`src/rtl/regfile_pkg.sv`:
```
`default_nettype none
// +----------------------------------------------------------------------------+
// | Module      : regfile_pkg                                                  |
// | Description : Shared constants and state encoding for the parametrised     |
// |               MIPS register file (regfile_param / regfile_init_fsm).       |
// | Revision    : 1.0 - initial release                                        |
// +----------------------------------------------------------------------------+
package regfile_pkg;

    // Default geometry and stack-pointer preset for the MIPS integer file.
    localparam int          REGFILE_DW      = 32;
    localparam int          REGFILE_DEPTH   = 32;
    localparam int          REGFILE_SP_IDX  = 29;
    localparam logic [31:0] REGFILE_SP_INIT = 32'h0001_0000;

    // RST    : held while rst_n is low, and for the first edge after release
    // INIT   : clearing sweep in progress
    // READY  : sweep complete, user write port live
    typedef enum logic [1:0] {
        RST   = 2'd0,
        INIT  = 2'd1,
        READY = 2'd2
    } regfile_state_t;

endpackage
`default_nettype wire

```
`src/rtl/regfile_init_fsm.sv`:
```
`default_nettype none
// +----------------------------------------------------------------------------+
// | Module      : regfile_init_fsm                                             |
// | Description : Post-reset initialisation sequencer for the register file.  |
// |               Walks every entry once, emitting a write of zero (or of      |
// |               SP_INIT at SP_IDX), then raises ready.                       |
// | Revision    : 1.0 - initial release                                        |
// +----------------------------------------------------------------------------+
// | Ports                                                                      |
// |   clk        in   1   clock, rising edge                                   |
// |   rst_n      in   1   asynchronous active-low reset                        |
// |   ready      out  1   sweep finished, file accepts user writes             |
// |   init_we    out  1   sweep write strobe (high whenever not ready)         |
// |   init_addr  out  AW  sweep write address                                  |
// |   init_data  out  DW  sweep write data                                     |
// +----------------------------------------------------------------------------+
module regfile_init_fsm
    import regfile_pkg::*;
#(
    parameter int             DW      = REGFILE_DW,
    parameter int             DEPTH   = REGFILE_DEPTH,
    parameter int             AW      = $clog2(DEPTH),
    parameter int             SP_IDX  = REGFILE_SP_IDX,
    parameter logic [DW-1:0]  SP_INIT = DW'(REGFILE_SP_INIT)
) (
    input  logic          clk,
    input  logic          rst_n,
    output logic          ready,
    output logic          init_we,
    output logic [AW-1:0] init_addr,
    output logic [DW-1:0] init_data
);

    localparam logic [AW-1:0] c_last_idx = AW'(DEPTH - 1);
    localparam logic [AW-1:0] c_sp_idx   = AW'(SP_IDX);

    regfile_state_t r_state;
    regfile_state_t w_state_nxt;
    logic [AW-1:0]  r_init_idx;
    logic [AW-1:0]  w_init_idx_nxt;

    always_ff @(posedge clk or negedge rst_n) begin
        if (!rst_n) begin
            r_state    <= RST;
            r_init_idx <= '0;
        end else begin
            r_state    <= w_state_nxt;
            r_init_idx <= w_init_idx_nxt;
        end
    end

    // RST already drives the entry-0 write, so the first edge after release
    // clears entry 0 and the last entry lands on exactly the DEPTH-th edge.
    always_comb begin
        w_state_nxt    = r_state;
        w_init_idx_nxt = r_init_idx;
        case (r_state)
            RST, INIT: begin
                if (r_init_idx == c_last_idx) begin
                    w_state_nxt    = READY;
                    w_init_idx_nxt = '0;
                end else begin
                    w_state_nxt    = INIT;
                    w_init_idx_nxt = r_init_idx + AW'(1);
                end
            end
            READY: begin
                w_state_nxt = READY;
            end
            default: begin
                w_state_nxt    = RST;
                w_init_idx_nxt = '0;
            end
        endcase
    end

    assign ready     = (r_state == READY);
    assign init_we   = (r_state != READY);
    assign init_addr = r_init_idx;
    assign init_data = (r_init_idx == c_sp_idx) ? SP_INIT : '0;

endmodule
`default_nettype wire

```
`src/rtl/regfile_param.sv`:
```
`default_nettype none
// +----------------------------------------------------------------------------+
// | Module      : regfile_param                                                |
// | Description : Parametrised MIPS general-purpose register file. One write  |
// |               port, NRP combinational read ports, optional hard-wired      |
// |               zero register, hardware clearing sweep after reset.          |
// | Option      : `define REGFILE_BYPASS_EN for same-cycle write forwarding    |
// |               onto matching read ports.                                    |
// | Revision    : 1.0 - initial release                                        |
// +----------------------------------------------------------------------------+
// | Ports                                                                      |
// |   clk      in   1       clock, rising edge                                 |
// |   rst_n    in   1       asynchronous active-low reset                      |
// |   rd_addr  in   NRP*AW  read addresses, port k at [k*AW +: AW]            |
// |   rd_data  out  NRP*DW  read data, port k at [k*DW +: DW]                 |
// |   wr_en    in   1       write enable                                       |
// |   wr_addr  in   AW      write address                                      |
// |   wr_data  in   DW      write data                                         |
// |   ready    out  1       initialisation done, writes accepted               |
// +----------------------------------------------------------------------------+
module regfile_param
    import regfile_pkg::*;
#(
    parameter int          DW       = REGFILE_DW,
    parameter int          DEPTH    = REGFILE_DEPTH,
    parameter int          AW       = $clog2(DEPTH),
    parameter int          NRP      = 2,
    parameter int          ZERO_REG = 1,
    parameter int          SP_IDX   = REGFILE_SP_IDX,
    parameter logic [31:0] SP_INIT  = REGFILE_SP_INIT
) (
    input  logic              clk,
    input  logic              rst_n,
    input  logic [NRP*AW-1:0] rd_addr,
    output logic [NRP*DW-1:0] rd_data,
    input  logic              wr_en,
    input  logic [AW-1:0]     wr_addr,
    input  logic [DW-1:0]     wr_data,
    output logic              ready
);

    localparam logic [DW-1:0] c_sp_init = DW'(SP_INIT);
    localparam bit            c_zero_en = (ZERO_REG != 0);

    logic          w_init_we;
    logic [AW-1:0] w_init_addr;
    logic [DW-1:0] w_init_data;

    logic          w_user_we;
    logic          w_we;
    logic [AW-1:0] w_waddr;
    logic [DW-1:0] w_wdata;

    logic [DW-1:0] r_mem [DEPTH];

    regfile_init_fsm #(
        .DW      (DW),
        .DEPTH   (DEPTH),
        .AW      (AW),
        .SP_IDX  (SP_IDX),
        .SP_INIT (c_sp_init)
    ) u_init_fsm (
        .clk       (clk),
        .rst_n     (rst_n),
        .ready     (ready),
        .init_we   (w_init_we),
        .init_addr (w_init_addr),
        .init_data (w_init_data)
    );

    // Until ready the sweep owns the write port outright; user writes in
    // that window are simply dropped.
    assign w_user_we = wr_en && !(c_zero_en && (wr_addr == '0));
    assign w_we      = ready ? w_user_we : w_init_we;
    assign w_waddr   = ready ? wr_addr   : w_init_addr;
    assign w_wdata   = ready ? wr_data   : w_init_data;

    // Storage carries no reset: its contents are defined by the sweep.
    always_ff @(posedge clk) begin
        if (w_we) begin
            r_mem[w_waddr] <= w_wdata;
        end
    end

    for (genvar k = 0; k < NRP; k++) begin : g_rd_port
        logic [AW-1:0] w_raddr;
        logic [DW-1:0] w_arr_data;
        logic [DW-1:0] w_sel_data;
        logic          w_force_zero;

        assign w_raddr    = rd_addr[k*AW +: AW];
        assign w_arr_data = r_mem[w_raddr];
`ifdef REGFILE_BYPASS_EN
        assign w_sel_data = (ready && wr_en && (wr_addr == w_raddr)) ? wr_data : w_arr_data;
`else
        assign w_sel_data = w_arr_data;
`endif
        // Zero-register masking sits after forwarding so r0 can never leak
        // a forwarded value; not-ready masks stale or uncleared contents.
        assign w_force_zero           = !ready || (c_zero_en && (w_raddr == '0));
        assign rd_data[k*DW +: DW]    = w_force_zero ? '0 : w_sel_data;
    end

endmodule
`default_nettype wire

```
`config.mk`:
```
export PLATFORM = sky130hd
export DESIGN_NAME = regfile_param
export DESIGN_NICKNAME = d
export VERILOG_FILES = /design/src/rtl/regfile_pkg.sv /design/src/rtl/regfile_init_fsm.sv /design/src/rtl/regfile_param.sv
export SDC_FILE = /design/constraint.sdc
export NUM_CORES = 1
export LEC_CHECK = 0
export CAP_MARGIN = 10
export CORE_MARGIN = 4
export CORE_UTILIZATION = 50
export DETAILED_ROUTE_END_ITERATION = 6
export DONT_BUFFER_PORTS = 1
export PLACE_DENSITY_LB_ADDON = 0.12
export SYNTH_ARGS = -nofsm -noshare
export SYNTH_HDL_FRONTEND = slang
export SYNTH_SLANG_ARGS = --single-unit
```
`constraint.sdc`:
```
create_clock -name clk -period 3.9 [get_ports clk]
set_input_delay 0.39 -clock clk [delete_from_list [all_inputs] [get_ports clk]]
set_output_delay 0.39 -clock clk [all_outputs]
set_load 0.02 [all_outputs]
```
; Yosys cells after proc, flatten, opt, wreduce, memory -nomap -nowiden
; Memory sizes are Yosys's and may differ from the RTL's.
; Index checks and enable logic that the tools add are counted.
[op_classes]
addsub = 1
n_eq_ne = 5
muxes = 12
reduce_logical = 10
[op_table]
columns = operator, count
row1 = $mux 32, 3
row2 = $mux 17, 1
row3 = $logic_not 5->1, 3
row4 = $eq 5x5->1 const B, 2
row5 = $mux 5, 2
row6 = $pmux 5 s2, 1
row7 = $add 5x1->5 const B, 1
row8 = $pmux 2 s2, 1
row9 = $mux 1, 3
row10 = $eq 2x1->1 const B, 1
row11 = $eq 2x2->1 const B, 1
row12 = $logic_not 1->1, 2
row13 = $logic_not 2->1, 1
row14 = $logic_or 1x1->1, 2
row15 = $mux 2, 1
row16 = $ne 2x2->1 const B, 1
row17 = $reduce_or 2->1, 1
row18 = $logic_and 1x1->1, 1
[totals]
elab_cells = 31
out_inout_bits = 65
ramBits = 1024
memories = 1
reg_bits = 7
[memory_table]
columns = name, words, width, rd, rd_ports_with_merged_regs, write_ports, line
row1 = r_mem, 32, 32, 2, 0, 1, regfile_param.sv:54  ; logic [DW-1:0] r_mem [DEPTH];

; Logic depth before layout (Yosys ltp)
; Gate-level depths: netlist of the first run.
[depth]
word_depth = 6
mapped_depth = 9

; Cells and area by module
; Synthesis of the first run repeated with hierarchy kept, for this count alone.
[unflattened]
hier_cells = 2554
hier_area_um2 = 48755.5
[by_module_without_submodules]
columns = mod, n_inst, area_per_inst_um2, cells_per_inst
row1 = regfile_param, 1, 48169.9, 2491
row2 = regfile_init_fsm, 1, 585.6, 63

; Worst setup path after synthesis of the first run
; No wires, ideal clock.
[synth_timing]
kind = register to register
startpoint = register u_init_fsm.r_state[1]
endpoint = memory r_mem[10][0] (netlist name), enable pin
setup_slack_ps = 689
path_buffers = 3
stages_incl_launch_ff = 9
period_less_slack_ps = 3211
t_arrival_ps = 2790
setup_time_ps = 421
cell_sequence = dfrtp_1 buf_2 nand2b_1 buf_4 clkinv_1 clkbuf_1 o21ai_0 nand2_1 nor2_1
[synth_via]
elab_chain_len = 4
elab_cells_between_ends = 6
classes_between = eq/ne (2) / mux (4)
[synth_lines]
columns = item, line
row1 = "start, declared", regfile_init_fsm.sv:37  ; regfile_state_t r_state;
row2 = "start signal, assigned", regfile_init_fsm.sv:47  ; r_state <= w_state_nxt;
row3 = $ne 2x2->1 or $eq 2x2->1 (tied branches), "regfile_init_fsm.sv:78, regfile_init_fsm.sv:77"
row4 = $mux 1, regfile_param.sv:74  ; assign w_we = ready ? w_user_we : w_init_we;
row5 = $mux 1, regfile_param.sv:80  ; if (w_we) begin
row6 = $mux 1 (not written as such), regfile_param.sv:81  ; r_mem[w_waddr] <= w_wdata;
row7 = "end, declared", regfile_param.sv:54
; Several ways; a longest one is shown, not always the timed one.

; Worst setup path after layout of the first run
[layout_timing]
startpoint = register u_init_fsm.r_state[1]
endpoint = output rd_data[55]
[layout_via]
elab_chain_len = 4
[layout_lines]
columns = item, line
row1 = $eq 2x2->1, regfile_init_fsm.sv:77  ; assign ready = (r_state == READY);
row2 = $logic_not 1->1, regfile_param.sv:100  ; assign w_force_zero = !ready || (c_zero_en && (w_raddr == '0));
row3 = $logic_or 1x1->1, regfile_param.sv:100
row4 = $mux 32, regfile_param.sv:101  ; assign rd_data[k*DW +: DW] = w_force_zero ? '0 : w_sel_data;
row5 = "end, declared", regfile_param.sv:35  ; output logic [NRP*DW-1:0] rd_data,
; Every way passes these cells.

==> results of run 1 <==
state kept, by name (all words and copies together) (netlist names):
name and flops:
r_mem 1024, u_init_fsm.init_addr 5, u_init_fsm.r_state 2
critical path: cells and delay by family, from the launching register on:
family	cells	cell delay [ns]
and+or+nand+nor	4	1.33
buffers and inverters	2	0.70
DFF	1	0.51
Yosys cell counts (3+ instances only):
| cell | number |
|---|---|
| a22oi_1 | 384 |
| and2_1 | 33 |
| and3_1 | 3 |
| buf_12 | 6 |
| buf_2 | 112 |
| buf_4 | 23 |
| clkbuf_1 | 99 |
| dfrtp_1 | 7 |
| edfxtp_1 | 1024 |
| ha_1 | 3 |
| inv_1 | 3 |
| mux2_2 | 66 |
| mux2i_1 | 770 |
| mux4_2 | 128 |
| nand2_1 | 78 |
| nand2b_1 | 4 |
| nand3_1 | 192 |
| nand4_1 | 66 |
| nor2_1 | 35 |
| nor2b_1 | 4 |
| nor3_1 | 7 |
| nor3b_1 | 4 |
| o21ai_0 | 10 |
worst max-delay path by stage:
| stage | end | slack [ns] | depth (start not counted) |
|---|---|---|---|
| finish | rd_data[55] | 0.26 | 6 |
| global placement | r_mem[5][25]$_DFFE_PP_ | 0.97 | 6 |
| CTS | rd_data[55] | 0.28 | 6 |
| global route | rd_data[55] | 0.23 | 6 |
| floorplan | r_mem[10][0]$_DFFE_PP_ | 0.69 | 8 |
| detailed placement | r_mem[5][25]$_DFFE_PP_ | 0.90 | 6 |
layout make-up:
class	instances	share of cell area [%]
inverters	4	0.0278
clock buffers	136	5.28
clock inverters	60	0.851
flip-flops and latches	1031	57.3
multi-input cells	1801	31.3
diodes	1	0.00464
well taps	1276	2.96
repair buffers	112	2.22
report_power, final:
part	total [µW]	switching, µW	internal (µW)
registers	12200	7.75	12200
clock network	9740	4250	5490
logic	1780	1080	706
metal layers:
metal	vias up	track usage [%]	routed length (µm)	part of all wire [%]
met5	-	0	0	0
met4	0	9.75	4760	3.2
met3	250	5.09	12400	8.3
met2	1440	45.6	70500	47
met1	15900	40.1	61600	41
li1	12500	-	-	-
stage by stage:
| stage | hold WS, ns | setup WS [ns] |
|---|---|---|
| finish | 0.0873 | 0.265 |
| global route | 0.0768 | 0.234 |
| CTS | 0.0612 | 0.278 |
| detailed placement | 0.0954 | 0.903 |
| global placement | 0.0954 | 0.966 |
| floorplan | 0.0944 | 0.689 |
logic make-up after synthesis:
group / Yosys count
AND/OR/NAND/NOR: 433
adder cells (fa/ha/maj): 3
AO/OA/AOI/OAI: 401
flip-flops: 1031
multiplexers: 964
buffers and inverters: 247
placed cells by master, fill, tap and decap left out, types with 4 or more instances in the layout:
cell,synthesis,final
clkbuf_16,0,110
clkinv_1,1,26
nand2b_1,4,4
buf_12,6,23
bufinv_16,0,5
mux4_2,128,128
dfrtp_1,7,7
mux2i_1,770,770
clkinv_2,0,22
mux2_2,66,66
nand2_1,78,78
nand4_1,66,66
clkbuf_1,99,26
edfxtp_1,1024,1024
nor3_1,7,7
nor2_4,0,34
a22oi_1,384,384
nor3b_2,0,4
and2_1,33,31
buf_4,23,84
nand3_1,192,192
o21ai_0,10,9
nor2b_4,0,4
timing repair:
item | CTS | global route
endpoints found under the hold margin | 7 | 0
setup buffers | 0 | 0
hold buffers | 1 | 0
endpoints found under the setup margin | 0 | 0
==> impl_metrics.toml, run 1 <==
[status]
status = "finished, violations left"
violations = "max-slew violations"

[synth]
syn_area_um2 = 48800
synth-compound-area-share_pct = 6.11
synth-seq-cells = 1031
yosys.area.top_type_share_pct = 63.1
yosys.area_share.adder_pct = 0.0770
synth-simple-area-share_pct = 4.53
ys_seq_area_share_pct = 63.4
yosys.cell_types.count = 37
synth_top_area_cell = "edfxtp_1"
syn_inst = 3079
syn-num-nets = 3132
postSynth.asyncResetShare_pct = 0.679
synth_xor_area_share_pct = 0
avgSynthCellArea_um2 = 15.8
synth-edff-count = 1024
ys.flop_type = "edfxtp_1"
synth_warnings = 0
synth_top_family_by_area = "multiplexers"
synth_top_cells_by_area = "edfxtp_1, mux2i_1, a22oi_1"
synth_mux_area_share_pct = 23.2

[sta]
maxSlewViolCount = 347
min_period_over_period_pct = 93.2
max_clock_freq_ghz = 0.275
worst_pin_slew_ns = 2.41
rsz0062_at_grt = "no"
setup_tns_ns = 0
hold_violations = 0
setup_viol = 0
relSlewSlack_pct = -60.7
period_minus_slack_ns = 3.64
skew_ns = 0.0450

[route]
drc = 0
vias = 30100
wl_um = 149000
ant_nets = 0
drt-wirelength-per-cell_um = 33.7
drt_first_pass_iters = 5
viasPerCell = 6.80
drt_iter0_drc = 3598

[global_routing]
grt_usage_pct = 28.6
grt_pass1_vias = 30800
antenna_found_initial = 0
overflow = 0
grt_max_degree = 450
grt_pass1_wl_um = 214000

[floorplanning]
ioPinCount = 115
die-area_um2 = 103000
initial_core_util_pct = 50.4
die_w_um = 320
fp-row-count = 114
core_area_um2 = 96700
die_h_um = 320

[run]
maxCapViolations = 0

[worst_setup_path]
cp.required_ns = 3.51
critPathSlowestCell = "and3_2"
path_cells = "nand2b_1 > inv_2 > and3_2 > buf_12 > nand3_1 > nand4_1"
crit_type = "register to output pin"
setup.worst_path.start = "u_init_fsm.r_state[1]$_DFF_PN0_"
endpoint_kind = "output pin"
setup.worst_path.start_class = "register"
timing.reg2reg.setup_slack_ns = 0.85
max_stage_delay_ns = 0.65
r2r_start = "u_init_fsm.r_state[1]$_DFF_PN0_"
critPathMaxFanout = 20
ff2ff_path_depth = 6
regToRegEndpoint = "r_mem[7][25]$_DFFE_PP_"
arrival_ns = 3.25

[cells_and_area]
final_area_um2 = 53900
seq_area_um2 = 30900
fin_util_pct = 55.8
area_growth_pct = 10.7
multi_input_area_um2 = 16900
nets = 3113
fin_cells = 4421
drive_above_1_share_pct = 16.0
fill_cells = 7564

[pwr]
vdd_drop_max_v = 0.000358
power.density_nw_per_um2 = 440
p_leak_uw = 0.0187
power_uw = 23800

[placed_design]
dp.cells = 4219
numPortBuffers = 0
gp_congestion = 0.844
placed_cell_area_um2 = 50500
hpwl_um = 87100

[clocking]
worst_skew_pair.late_latency_ns = 0.70
cts_root_buf = "clkbuf_16"
cts_resized = 0
tritoncts = "built"
htree_levels = 3
cts_sinks = 1031
clock_path_buffers = 3
path_clk_slew_ns = 0.06
cts_buffers = 110

[worst_hold_path]
hp-class = "input port to async pin"
No activity file was read; power rests on OpenSTA's default activity.
==> inputs of run 2 (changes only) <==
--- a/config.mk
+++ b/config.mk
@@ -5,7 +5,7 @@
 export SDC_FILE = /design/constraint.sdc
 export NUM_CORES = 1
 export LEC_CHECK = 0
-export CAP_MARGIN = 10
+export CAP_MARGIN = 20
 export CORE_MARGIN = 4
 export CORE_UTILIZATION = 50
 export DETAILED_ROUTE_END_ITERATION = 6
==> constraint.sdc (replaced) <==
create_clock -name clk -period 3.3 [get_ports clk]
set_input_delay 0.33 -clock clk [delete_from_list [all_inputs] [get_ports clk]]
set_output_delay 0.33 -clock clk [all_outputs]
set_load 0.02 [all_outputs]
==> impl_metrics.toml, run 2 (synthesized netlist as in run 1, its figures left out) <==
[sta]
whs_ns = 0.0211
setup_viol = 0
period_minus_slack_ns = 3.28
hold_violations = 0
setup_tns_ns = 0
worst_pin_slew_ns = 1.25
maxSlewViolCount = 0
rsz0062_at_grt = "yes"
relSlewSlack_pct = 16.5
max_clock_freq_ghz = 0.305
min_period_over_period_pct = 99.3
skew_ns = 0.0389

[worst_setup_path]
critPathSlowestCell = "dfrtp_1"
r2r_start = "u_init_fsm.r_state[1]$_DFF_PN0_"
endpoint_kind = "output pin"
critPathMaxFanout = 20
cpLargestDelayFamily = "buffers and inverters"
max_stage_delay_ns = 0.49
setup.worst_path.start_class = "register"
crit_type = "register to output pin"
setup.worst_path.start = "u_init_fsm.r_state[1]$_DFF_PN0_"
cp_num_buf_inv = 3
crit_top_cell = "buf_4"
path_cells = "nand2b_1 > buf_4 > nor3b_2 > buf_4 > nand3_1 > nand4_1 > buf_4"
cp.required_ns = 2.97
arrival_ns = 2.95

[pwr]
power.density_nw_per_um2 = 520
p_clk_share_pct = 41.7
comb_power_share_pct = 8.1
vdd_drop_max_v = 0.000411
p_sw_uw = 6410
power_uw = 28800
seqPwrFrac_pct = 50.2
sw_frac_of_total_pct = 22.3
p_int_uw = 22400
p_leak_uw = 0.0194

[cells_and_area]
regMostFlops = "r_mem"
largest_reg_flops = 1024
fill_cells = 7496
fin_util_pct = 57.2
drive_above_1_share_pct = 18.5
final_cell_mix = "edfxtp_1, mux2i_1, a22oi_1"
area_growth_pct = 13.4
nets = 3208
final_common_cell = "edfxtp_1"

[route]
drt-wirelength-per-cell_um = 33.4
drt_first_pass_iters = 6
vias = 30400
ant_nets = 0
wl_um = 151000
viasPerCell = 6.73
drt_iter0_drc = 3521
drc = 0

[clocking]
clock_path_buffers = 3
cts_root_buf = "clkbuf_16"
htree_levels = 3
cts_buffers = 110
path_clk_slew_ns = 0.06
worst_skew_pair.late_latency_ns = 0.71
tritoncts = "built"
cts_sinks = 1031

[global_routing]
antenna_found_initial = 4
overflow = 0
grt_pass1_wl_um = 215000
grt_pass1_vias = 31000
grt_usage_pct = 28.8
grt_max_degree = 450

[placed_design]
numPortBuffers = 0
hpwl_um = 86700
gp_congestion = 0.836

[floorplanning]
die-area_um2 = 103000
initial_core_util_pct = 50.4
die_w_um = 320
die_h_um = 320
core_area_um2 = 96700
fp-row-count = 114
ioPinCount = 115

[status]
status = "finished clean"

[worst_hold_path]
min_from = "wr_data[7]"
hp-class = "input port to register"

[run]
maxCapViolations = 0
-- run 2: layout make-up --
type	instances	area, µm²	share of cell area (%)
multi-input cells	1801	16900	30.6
flip-flops and latches	1031	30900	55.9
inverters	4	15.0	0.0271
clock inverters	61	572	1.03
clock buffers	141	2910	5.26
well taps	1276	1600	2.89
diodes	1	2.50	0.00452
repair buffers	207	2370	4.29
-- run 2: metrics by stage --
stage	setup slack [ns]	instances	cell area (µm²)
after detailed placement	0.640	4305	51500
after global routing	-0.0335	4521	55300
final	0.0232	4522	55300
after CTS	0.00566	4509	55000
after floorplan	0.0891	3079	48800
after global placement	0.715	4304	51400
-- run 2: path summary, 6_finish.rpt --
kind / to / cells after the start / slack, ns
worst min-delay path: r_mem[2][7]$_DFFE_PP_ / 1 / 0.02
max in group asynchronous: u_init_fsm.init_addr[1]$_DFFE_PN0P_ / 2 / 2.47
min in group asynchronous: u_init_fsm.init_addr[4]$_DFFE_PN0P_ / 2 / 0.56
worst max register to register: r_mem[16][26]$_DFFE_PP_ / 6 / 0.51
worst max-delay path: rd_data[5] / 7 / 0.02
worst min register to register: u_init_fsm.init_addr[3]$_DFFE_PN0P_ / 1 / 0.63
-- run 2: what timing repair did --
action | CTS | global route
cloned | 0 | 0
endpoints found under the hold margin | 7 | 1
hold buffers | 2 | 1
resized for setup | 1 | 3
setup endpoints to repair | 1 | 22
buffers inserted | 0 | 0
-- run 2: worst register-to-register path: stages (launching register included) --
cell and delay, ns:
dfrtp_1 0.49, nand2b_1 0.20, inv_2 0.25, mux2i_1 0.42, nand2_1 0.34, nor2_4 0.20
buf_4 0.46
-- run 2: metal layers --
| layer | vias up | share of wire, % | track usage, % |
|---|---|---|---|
| li1 | 12800 | - | - |
| met1 | 16000 | 41 | 39.5 |
| met2 | 1418 | 47 | 46.1 |
| met3 | 311 | 8.1 | 5.79 |
| met4 | 4 | 3.7 | 10.1 |
| met5 | - | 0.024 | 0 |
-- run 2: power groups by stage --
stage	registers (µW)	clock network, µW	logic (µW)
6_report	14400	12000	2330
5_1_grt	14400	12700	2410
4_1_cts	14500	12200	2240
3_5_place_dp	14700	0	2230
3_3_place_gp	14700	0	2200
2_1_floorplan	14700	0	1610
